## config.mk

```make
export PLATFORM = sky130hd
export DESIGN_NAME = rv32v_vcfg_spec_queue_flat
export DESIGN_NICKNAME = d
export VERILOG_FILES = /design/src/rtl/rv32v_vcfg_spec_queue_if.sv /design/src/rtl/rv32v_vcfg_spec_queue.sv /design/src/flat_wrapper.sv
export SDC_FILE = /design/constraint.sdc
export NUM_CORES = 1
export LEC_CHECK = 0
export ABC_AREA = 1
export ABC_CLOCK_PERIOD_IN_PS = 9200
export CORE_MARGIN = 2
export CORE_UTILIZATION = 35
export DETAILED_ROUTE_END_ITERATION = 10
export SLEW_MARGIN = 25
export SYNTH_ARGS = -nofsm -noshare
export SYNTH_HDL_FRONTEND = slang
export SYNTH_SLANG_ARGS = --single-unit
```

## constraint.sdc

```tcl
create_clock -name CLK -period 9.2 [get_ports CLK]
set_clock_uncertainty 0.05 [all_clocks]
set_input_delay 2.3 -clock CLK [delete_from_list [all_inputs] [get_ports CLK]]
set_output_delay 2.3 -clock CLK [all_outputs]
set_load 0.005 [all_outputs]
```

## src/rtl/rv32v_vcfg_spec_queue_if.sv

```systemverilog
// rv32v_vcfg_spec_queue_if
//   Bundle of the decode/execute/mem/CSR signals around the speculative
//   vector-configuration queue.
//   master : pipeline side (drives alloc/resolve/commit/flush, vset* operands,
//            architectural CSRs; observes full, vl_result and the shadow).
//   slave  : the queue itself.
interface rv32v_vcfg_spec_queue_if;
  logic        flush;
  logic        alloc;
  logic        full;
  logic        resolve;
  logic [31:0] vtype_spec;
  logic [31:0] avl_spec;
  logic [1:0]  avl_mode;
  logic [31:0] vl_result;
  logic        commit;
  logic [31:0] vtype_arch;
  logic [31:0] vl_arch;
  logic [31:0] vtype_shadow;
  logic [31:0] vl_shadow;
  logic        shadow_valid;

  modport master (
    output flush, alloc, resolve, vtype_spec, avl_spec, avl_mode, commit,
           vtype_arch, vl_arch,
    input  full, vl_result, vtype_shadow, vl_shadow, shadow_valid
  );

  modport slave (
    input  flush, alloc, resolve, vtype_spec, avl_spec, avl_mode, commit,
           vtype_arch, vl_arch,
    output full, vl_result, vtype_shadow, vl_shadow, shadow_valid
  );
endinterface

```

## src/rtl/rv32v_vcfg_spec_queue.sv

```systemverilog
// rv32v_vcfg_spec_queue
//   DEPTH-entry in-order queue of speculative vtype/vl configurations.
//   Entries are appended by decode (alloc), filled in order by execute
//   (resolve, vl_result is the combinational vl of the resolving entry) and
//   retired in order by mem (commit). flush empties the queue.
// Ports
//   CLK, nRST : clock, asynchronous active-low reset
//   bus       : rv32v_vcfg_spec_queue_if.slave
//     flush/alloc/resolve/commit   : queue operations
//     vtype_spec/avl_spec/avl_mode : operands of the resolving vset*
//     vtype_arch/vl_arch           : architectural CSRs
//     full                         : count == DEPTH
//     vl_result                    : vl computed for the resolving entry
//     vtype_shadow/vl_shadow       : configuration decode must use
//     shadow_valid                 : low while the youngest entry is unresolved
module rv32v_vcfg_spec_queue #(
  parameter int unsigned VLEN  = 128,
  parameter int unsigned ELEN  = 32,
  parameter int unsigned DEPTH = 4
) (
  input  logic CLK,
  input  logic nRST,
  rv32v_vcfg_spec_queue_if.slave bus
);

  localparam int unsigned PW = (DEPTH > 1) ? $clog2(DEPTH) : 1;
  localparam logic [31:0] VILL_VTYPE = 32'h8000_0000;

  typedef logic [PW-1:0] ptr_t;
  typedef logic [PW:0]   cnt_t;

  logic [31:0] vtype_q [DEPTH];
  logic [31:0] vl_q    [DEPTH];
  logic        res_q   [DEPTH];

  ptr_t head_q, head_d;
  ptr_t tail_q, tail_d;
  ptr_t rptr_q, rptr_d;
  cnt_t count_q, count_d;
  // Number of resolved, uncommitted entries (head .. rptr-1). Kept explicitly
  // so "all resolved" and "none resolved" stay distinguishable when full.
  cnt_t rcnt_q, rcnt_d;

  // ---------------------------------------------------------------------------
  // vset* evaluation
  // ---------------------------------------------------------------------------
  logic [2:0]  vsew, vlmul;
  logic [31:0] base, vlmax, sew_bits, prior_vl, res_vl, res_vtype;
  logic        vill;
  ptr_t        prior_idx;

  assign vsew      = bus.vtype_spec[5:3];
  assign vlmul     = bus.vtype_spec[2:0];
  assign sew_bits  = 32'd8 << vsew;
  assign prior_idx = rptr_q - ptr_t'(1);
  assign prior_vl  = (rcnt_q == '0) ? bus.vl_arch : vl_q[prior_idx];

  always_comb begin
    base  = 32'(VLEN) >> ({1'b0, vsew} + 4'd3);
    vlmax = '0;
    case (vlmul)
      3'b000, 3'b001, 3'b010, 3'b011: vlmax = base << vlmul[1:0];
      3'b111:                         vlmax = base >> 1;
      3'b110:                         vlmax = base >> 2;
      3'b101:                         vlmax = base >> 3;
      default:                        vlmax = '0;
    endcase
  end

  assign vill = bus.vtype_spec[31] || (bus.vtype_spec[30:8] != '0) ||
                (vlmul == 3'b100) || (vsew > 3'b011) ||
                (sew_bits > 32'(ELEN)) || (vlmax == '0);

  always_comb begin
    res_vl = '0;
    if (!vill) begin
      case (bus.avl_mode)
        2'b10:   res_vl = vlmax;
        2'b01:   res_vl = (prior_vl < vlmax) ? prior_vl : vlmax;
        default: res_vl = (bus.avl_spec < vlmax) ? bus.avl_spec : vlmax;
      endcase
    end
  end

  assign res_vtype     = vill ? VILL_VTYPE : {24'b0, bus.vtype_spec[7:0]};
  assign bus.vl_result = res_vl;

  // ---------------------------------------------------------------------------
  // Queue control
  // ---------------------------------------------------------------------------
  logic full_w, has_unres, alloc_ok, resolve_ok, commit_ok;

  assign full_w     = (count_q == cnt_t'(DEPTH));
  assign has_unres  = (count_q != rcnt_q);
  assign alloc_ok   = bus.alloc   && !full_w          && !bus.flush;
  assign resolve_ok = bus.resolve && has_unres        && !bus.flush;
  // Only an entry resolved in an earlier cycle may retire.
  assign commit_ok  = bus.commit  && (rcnt_q != '0)   && !bus.flush;

  always_comb begin
    head_d  = head_q + ptr_t'(commit_ok);
    tail_d  = tail_q + ptr_t'(alloc_ok);
    rptr_d  = rptr_q + ptr_t'(resolve_ok);
    count_d = count_q + cnt_t'(alloc_ok) - cnt_t'(commit_ok);
    rcnt_d  = rcnt_q + cnt_t'(resolve_ok) - cnt_t'(commit_ok);
    if (bus.flush) begin
      head_d  = '0;
      tail_d  = '0;
      rptr_d  = '0;
      count_d = '0;
      rcnt_d  = '0;
    end
  end

  always_ff @(posedge CLK or negedge nRST) begin
    if (!nRST) begin
      head_q  <= '0;
      tail_q  <= '0;
      rptr_q  <= '0;
      count_q <= '0;
      rcnt_q  <= '0;
      for (int unsigned i = 0; i < DEPTH; i++) begin
        vtype_q[i] <= VILL_VTYPE;
        vl_q[i]    <= '0;
        res_q[i]   <= 1'b0;
      end
    end else begin
      head_q  <= head_d;
      tail_q  <= tail_d;
      rptr_q  <= rptr_d;
      count_q <= count_d;
      rcnt_q  <= rcnt_d;
      if (bus.flush) begin
        for (int unsigned i = 0; i < DEPTH; i++) begin
          vtype_q[i] <= VILL_VTYPE;
          vl_q[i]    <= '0;
          res_q[i]   <= 1'b0;
        end
      end else begin
        // alloc writes at tail, resolve at rptr; these never coincide while
        // an unresolved entry exists and the queue is not full.
        if (alloc_ok) res_q[tail_q] <= 1'b0;
        if (resolve_ok) begin
          vtype_q[rptr_q] <= res_vtype;
          vl_q[rptr_q]    <= res_vl;
          res_q[rptr_q]   <= 1'b1;
        end
      end
    end
  end

  // ---------------------------------------------------------------------------
  // Shadow outputs
  // ---------------------------------------------------------------------------
  ptr_t young_idx;
  assign young_idx = tail_q - ptr_t'(1);

  assign bus.full         = full_w;
  assign bus.shadow_valid = (count_q == '0) ? 1'b1 : res_q[young_idx];
  assign bus.vtype_shadow = (count_q == '0) ? bus.vtype_arch : vtype_q[young_idx];
  assign bus.vl_shadow    = (count_q == '0) ? bus.vl_arch    : vl_q[young_idx];

  // ---------------------------------------------------------------------------
  // Protocol errors: the operation is dropped and these fire in simulation.
  // ---------------------------------------------------------------------------
  a_alloc_full: assert property (@(posedge CLK) disable iff (!nRST)
    !(bus.alloc && !bus.flush && full_w))
    else $error("alloc while full");
  a_resolve_none: assert property (@(posedge CLK) disable iff (!nRST)
    !(bus.resolve && !bus.flush && !has_unres))
    else $error("resolve with no unresolved entry");
  a_commit_empty: assert property (@(posedge CLK) disable iff (!nRST)
    !(bus.commit && !bus.flush && (count_q == '0)))
    else $error("commit while empty");
  a_commit_unres: assert property (@(posedge CLK) disable iff (!nRST)
    !(bus.commit && !bus.flush && (count_q != '0) && (rcnt_q == '0)))
    else $error("commit of unresolved head");

endmodule
```

## src/flat_wrapper.sv

```systemverilog
// flat-port wrapper written by rule: the top's interface ports become plain ports
module rv32v_vcfg_spec_queue_flat 
#(
  parameter int unsigned VLEN  = 128,
  parameter int unsigned ELEN  = 32,
  parameter int unsigned DEPTH = 4
)
  (CLK, nRST, bus_flush, bus_alloc, bus_resolve, bus_vtype_spec, bus_avl_spec, bus_avl_mode, bus_commit, bus_vtype_arch, bus_vl_arch, bus_full, bus_vl_result, bus_vtype_shadow, bus_vl_shadow, bus_shadow_valid);
  rv32v_vcfg_spec_queue_if bus_i ();
  input  logic CLK;
  input  logic nRST;
  input wire logic [$bits(bus_i.flush)-1:0] bus_flush;
  input wire logic [$bits(bus_i.alloc)-1:0] bus_alloc;
  input wire logic [$bits(bus_i.resolve)-1:0] bus_resolve;
  input wire logic [$bits(bus_i.vtype_spec)-1:0] bus_vtype_spec;
  input wire logic [$bits(bus_i.avl_spec)-1:0] bus_avl_spec;
  input wire logic [$bits(bus_i.avl_mode)-1:0] bus_avl_mode;
  input wire logic [$bits(bus_i.commit)-1:0] bus_commit;
  input wire logic [$bits(bus_i.vtype_arch)-1:0] bus_vtype_arch;
  input wire logic [$bits(bus_i.vl_arch)-1:0] bus_vl_arch;
  output wire logic [$bits(bus_i.full)-1:0] bus_full;
  output wire logic [$bits(bus_i.vl_result)-1:0] bus_vl_result;
  output wire logic [$bits(bus_i.vtype_shadow)-1:0] bus_vtype_shadow;
  output wire logic [$bits(bus_i.vl_shadow)-1:0] bus_vl_shadow;
  output wire logic [$bits(bus_i.shadow_valid)-1:0] bus_shadow_valid;
  assign bus_i.flush = bus_flush;
  assign bus_i.alloc = bus_alloc;
  assign bus_i.resolve = bus_resolve;
  assign bus_i.vtype_spec = bus_vtype_spec;
  assign bus_i.avl_spec = bus_avl_spec;
  assign bus_i.avl_mode = bus_avl_mode;
  assign bus_i.commit = bus_commit;
  assign bus_i.vtype_arch = bus_vtype_arch;
  assign bus_i.vl_arch = bus_vl_arch;
  assign bus_full = bus_i.full;
  assign bus_vl_result = bus_i.vl_result;
  assign bus_vtype_shadow = bus_i.vtype_shadow;
  assign bus_vl_shadow = bus_i.vl_shadow;
  assign bus_shadow_valid = bus_i.shadow_valid;
  rv32v_vcfg_spec_queue #(.VLEN(VLEN), .ELEN(ELEN), .DEPTH(DEPTH)) u_core (.CLK(CLK), .nRST(nRST), .bus(bus_i));
endmodule
```

==> impl_metrics.env <==
export IMPL_cp_arrival_ps=6120
export IMPL_synth_distinct_cells=46
export IMPL_ys_warn_count=0
export IMPL_yosys_top_cells_count="nand2_1, nor2_1, inv_1, dfrtp_1, a21oi_1"
export IMPL_hp_class="register to register"
export IMPL_area_growth_pct=24.7
export IMPL_ys_seq_area_share_pct=39.4
export IMPL_netlist_instances=1607
export IMPL_design_die_area_um2=33800
export IMPL_synthFlopType="dfrtp_1"
export IMPL_worstSetupPathType="input pin to output pin"
export IMPL_maxSlewViolCount=0
export IMPL_die_y_um=184
export IMPL_required_ps=6850
export IMPL_num_antenna_cells=0
export IMPL_place_congestion=0.813
export IMPL_cts_tree="built"
export IMPL_max_freq_mhz=118
export IMPL_crit_fanout=12
export IMPL_maxSlewHeadroom_pct=29.1
export IMPL_period_share_pct=92.0
export IMPL_routedWlPerCell_um=16.1
export IMPL_synth_top_area_share_pct=38.4
export IMPL_fp_row_count=65
export IMPL_cts_buffers=17
export IMPL_postSynthAreaPerCell_um2=7.05
export IMPL_grt_antenna_before_repair=0
export IMPL_ant_nets=0
export IMPL_p_leak_nw=6.37
export IMPL_grtUsageTotal_pct=20.9
export IMPL_grt_pass1_vias=10200
export IMPL_cts_htree_levels=4
export IMPL_initial_utilization_pct=35.7
export IMPL_portBuffers=209
export IMPL_clk_pin_slew_ps=70
export IMPL_clock_root_buffer="clkbuf_16"
export IMPL_die_w_um=184
export IMPL_status="completed"
export IMPL_vias=10900
export IMPL_ir_worst_vdd_v=0.000210
export IMPL_setup_viol=0
export IMPL_detail_route_first_pass_iterations=7
export IMPL_grt_max_degree=95
export IMPL_fp_coreArea_um2=31700
export IMPL_ys_seq_elements=178
export IMPL_routed_via_density=5.01
export IMPL_tns_ps=0
export IMPL_drive_above_1_share_pct=6.60
export IMPL_start_kind="input pin"
export IMPL_cp_end_kind="output pin"
export IMPL_routed_wl_um=35000
export IMPL_rsz0062_at_grt="no"
export IMPL_dr_first_iter_drc_count=814
export IMPL_route_detailed_drc=0
export IMPL_clockBufferDepth=2
export IMPL_multi_input_area_um2=5510
export IMPL_fin_nets=1926
export IMPL_grt_pass1_wl_um=55200
export IMPL_ys_top_cells_by_area="dfrtp_1, nand2_1, nor2_1"
export IMPL_drv_cap=0
export IMPL_seq_area_um2=4460
export IMPL_worstMarginPinSlew_ps=1060
export IMPL_n_fill_cell=3193
export IMPL_synth_area_leader_cell="dfrtp_1"
export IMPL_cts_hold_buf=0
export IMPL_clk_latency_ps=440
export IMPL_finish_utilization_pct=44.5
export IMPL_hold_viol_final=0
export IMPL_cts_resized=0
export IMPL_cts_sinks=178
export IMPL_hpwl_um=23100
export IMPL_postCtsSetupBuffers=0
export IMPL_synthArstFlopShare_pct=100
export IMPL_grt_remaining_overflow=0
export IMPL_synth_area_um2=11300
export IMPL_finalWorstPathRequiredPeriod_ps=8470
export IMPL_powerDensity_nw_per_um2=244
export IMPL_ios=234
export IMPL_synth_edf_count=0
export IMPL_synth_most_common_cell="nand2_1"
[routing by layer]
layer,share of wire [%],GRT usage (%),vias to the layer above,routed length [um]
met5,0,0,-,0
met4,2.2,6.43,0,759
met3,5.5,3.31,42,1920
met2,47,34.5,355,16400
met1,45,28.1,5094,15900
li1,-,-,5411,-
[worst paths after layout]
path,cells past startpoint,endpoint,start,slack [ps]
setup / recovery,20,bus_vl_result[3],bus_vtype_spec[0],730
hold / removal,2,u_core.vtype_q[1],u_core.vtype_q[1],430
setup reg to reg,22,u_core.vl_q[2],u_core.rptr_q[0],4280
hold reg to reg,2,u_core.vtype_q[1],u_core.vtype_q[1],430
max in group asynchronous,2,u_core.tail_q[0],nRST,6060
min in group asynchronous,1,u_core.vl_q[110],nRST,1730
[sequential cells by signal, summed over array words and instances (netlist names)]
register        count
u_core.count_q      3
u_core.vtype_q     36
u_core.rptr_q       2
u_core.tail_q       2
u_core.rcnt_q       3
u_core.res_q        4
u_core.vl_q       128
[cell usage in the layout (no fill, tap or decap), types with 4 or more instances in the layout]
cell             count
clkbuf_16           17
nor2_2              13
and2_1               9
nor3_1               8
a21oi_1            121
ha_1                29
or2_0                9
inv_8                5
nand2_1            290
xnor2_1              6
a21oi_2              4
clkdlybuf4s50_1    208
nand3_1            113
o22ai_1             16
nand2_2             20
inv_1              216
nor4_1              10
dfstp_2              4
nand3_2              8
nor2_4               4
o21ai_0            108
inv_6                4
a31oi_1             42
nor2_1             225
buf_4               14
dfrtp_1            172
inv_2                9
conb_1              24
o211ai_1            17
o21ai_1             16
[logic make-up after synthesis]
group | Yosys count | synth area share [%]
buffers and inverters | 340 | 12.9
adder cells (fa/ha/maj) | 31 | 3.56
flip-flops | 178 | 39.4
AO/OA/AOI/OAI | 334 | 16.1
XOR/XNOR | 6 | 0.464
other | 1 | 0.0331
AND/OR/NAND/NOR | 717 | 27.6
[power by group]
group | internal (mW) | total, mW | switching (mW) | leakage, nW
clock | 0.367 | 0.730 | 0.364 | 0.291
sequential | 0.799 | 0.816 | 0.0171 | 2.47
combinational | 0.760 | 1.91 | 1.14 | 3.61
[through the flow]
stage | total power [mW] | hold WS (ps) | std cells | cell area (um2) | setup WS [ps]
final | 3.45 | 433 | 2174 | 14100 | 735
after global routing | 3.72 | 463 | 2174 | 14100 | 388
after CTS | 3.49 | 438 | 2174 | 14100 | 765
after detailed placement | 2.75 | 416 | 2142 | 13500 | 769
after global placement | 2.74 | 416 | 2142 | 13500 | 870
after floorplan | 1.95 | 398 | 1630 | 11400 | 2220
[cell type report]
cell class	instances	share of cell area, %
Clock buffer	17	3.01
Clock inverter	15	1.18
Inverter	227	6.04
Multi-Input combinational cell	1112	39.0
Sequential cell	178	31.6
Tap cell	402	3.56
Timing Repair Buffer	223	15.6
[critical path, cell delays in order]
cell and delay (ps):
clkdlybuf4s50_1 710, inv_1 160, nand2_1 120, nand2_1 60, o22ai_1 310, inv_1 170, ha_1 340, a21oi_1 150
nor2_1 60, a211oi_1 190, nand2_1 80, nor2_1 110, nand2_1 130, nor2_8 200, nand2_4 110, nand2_1 100
nand3_2 70, nand2_2 110, and2_1 140, clkdlybuf4s50_1 500
No activity file was read; power rests on OpenSTA's default activity.
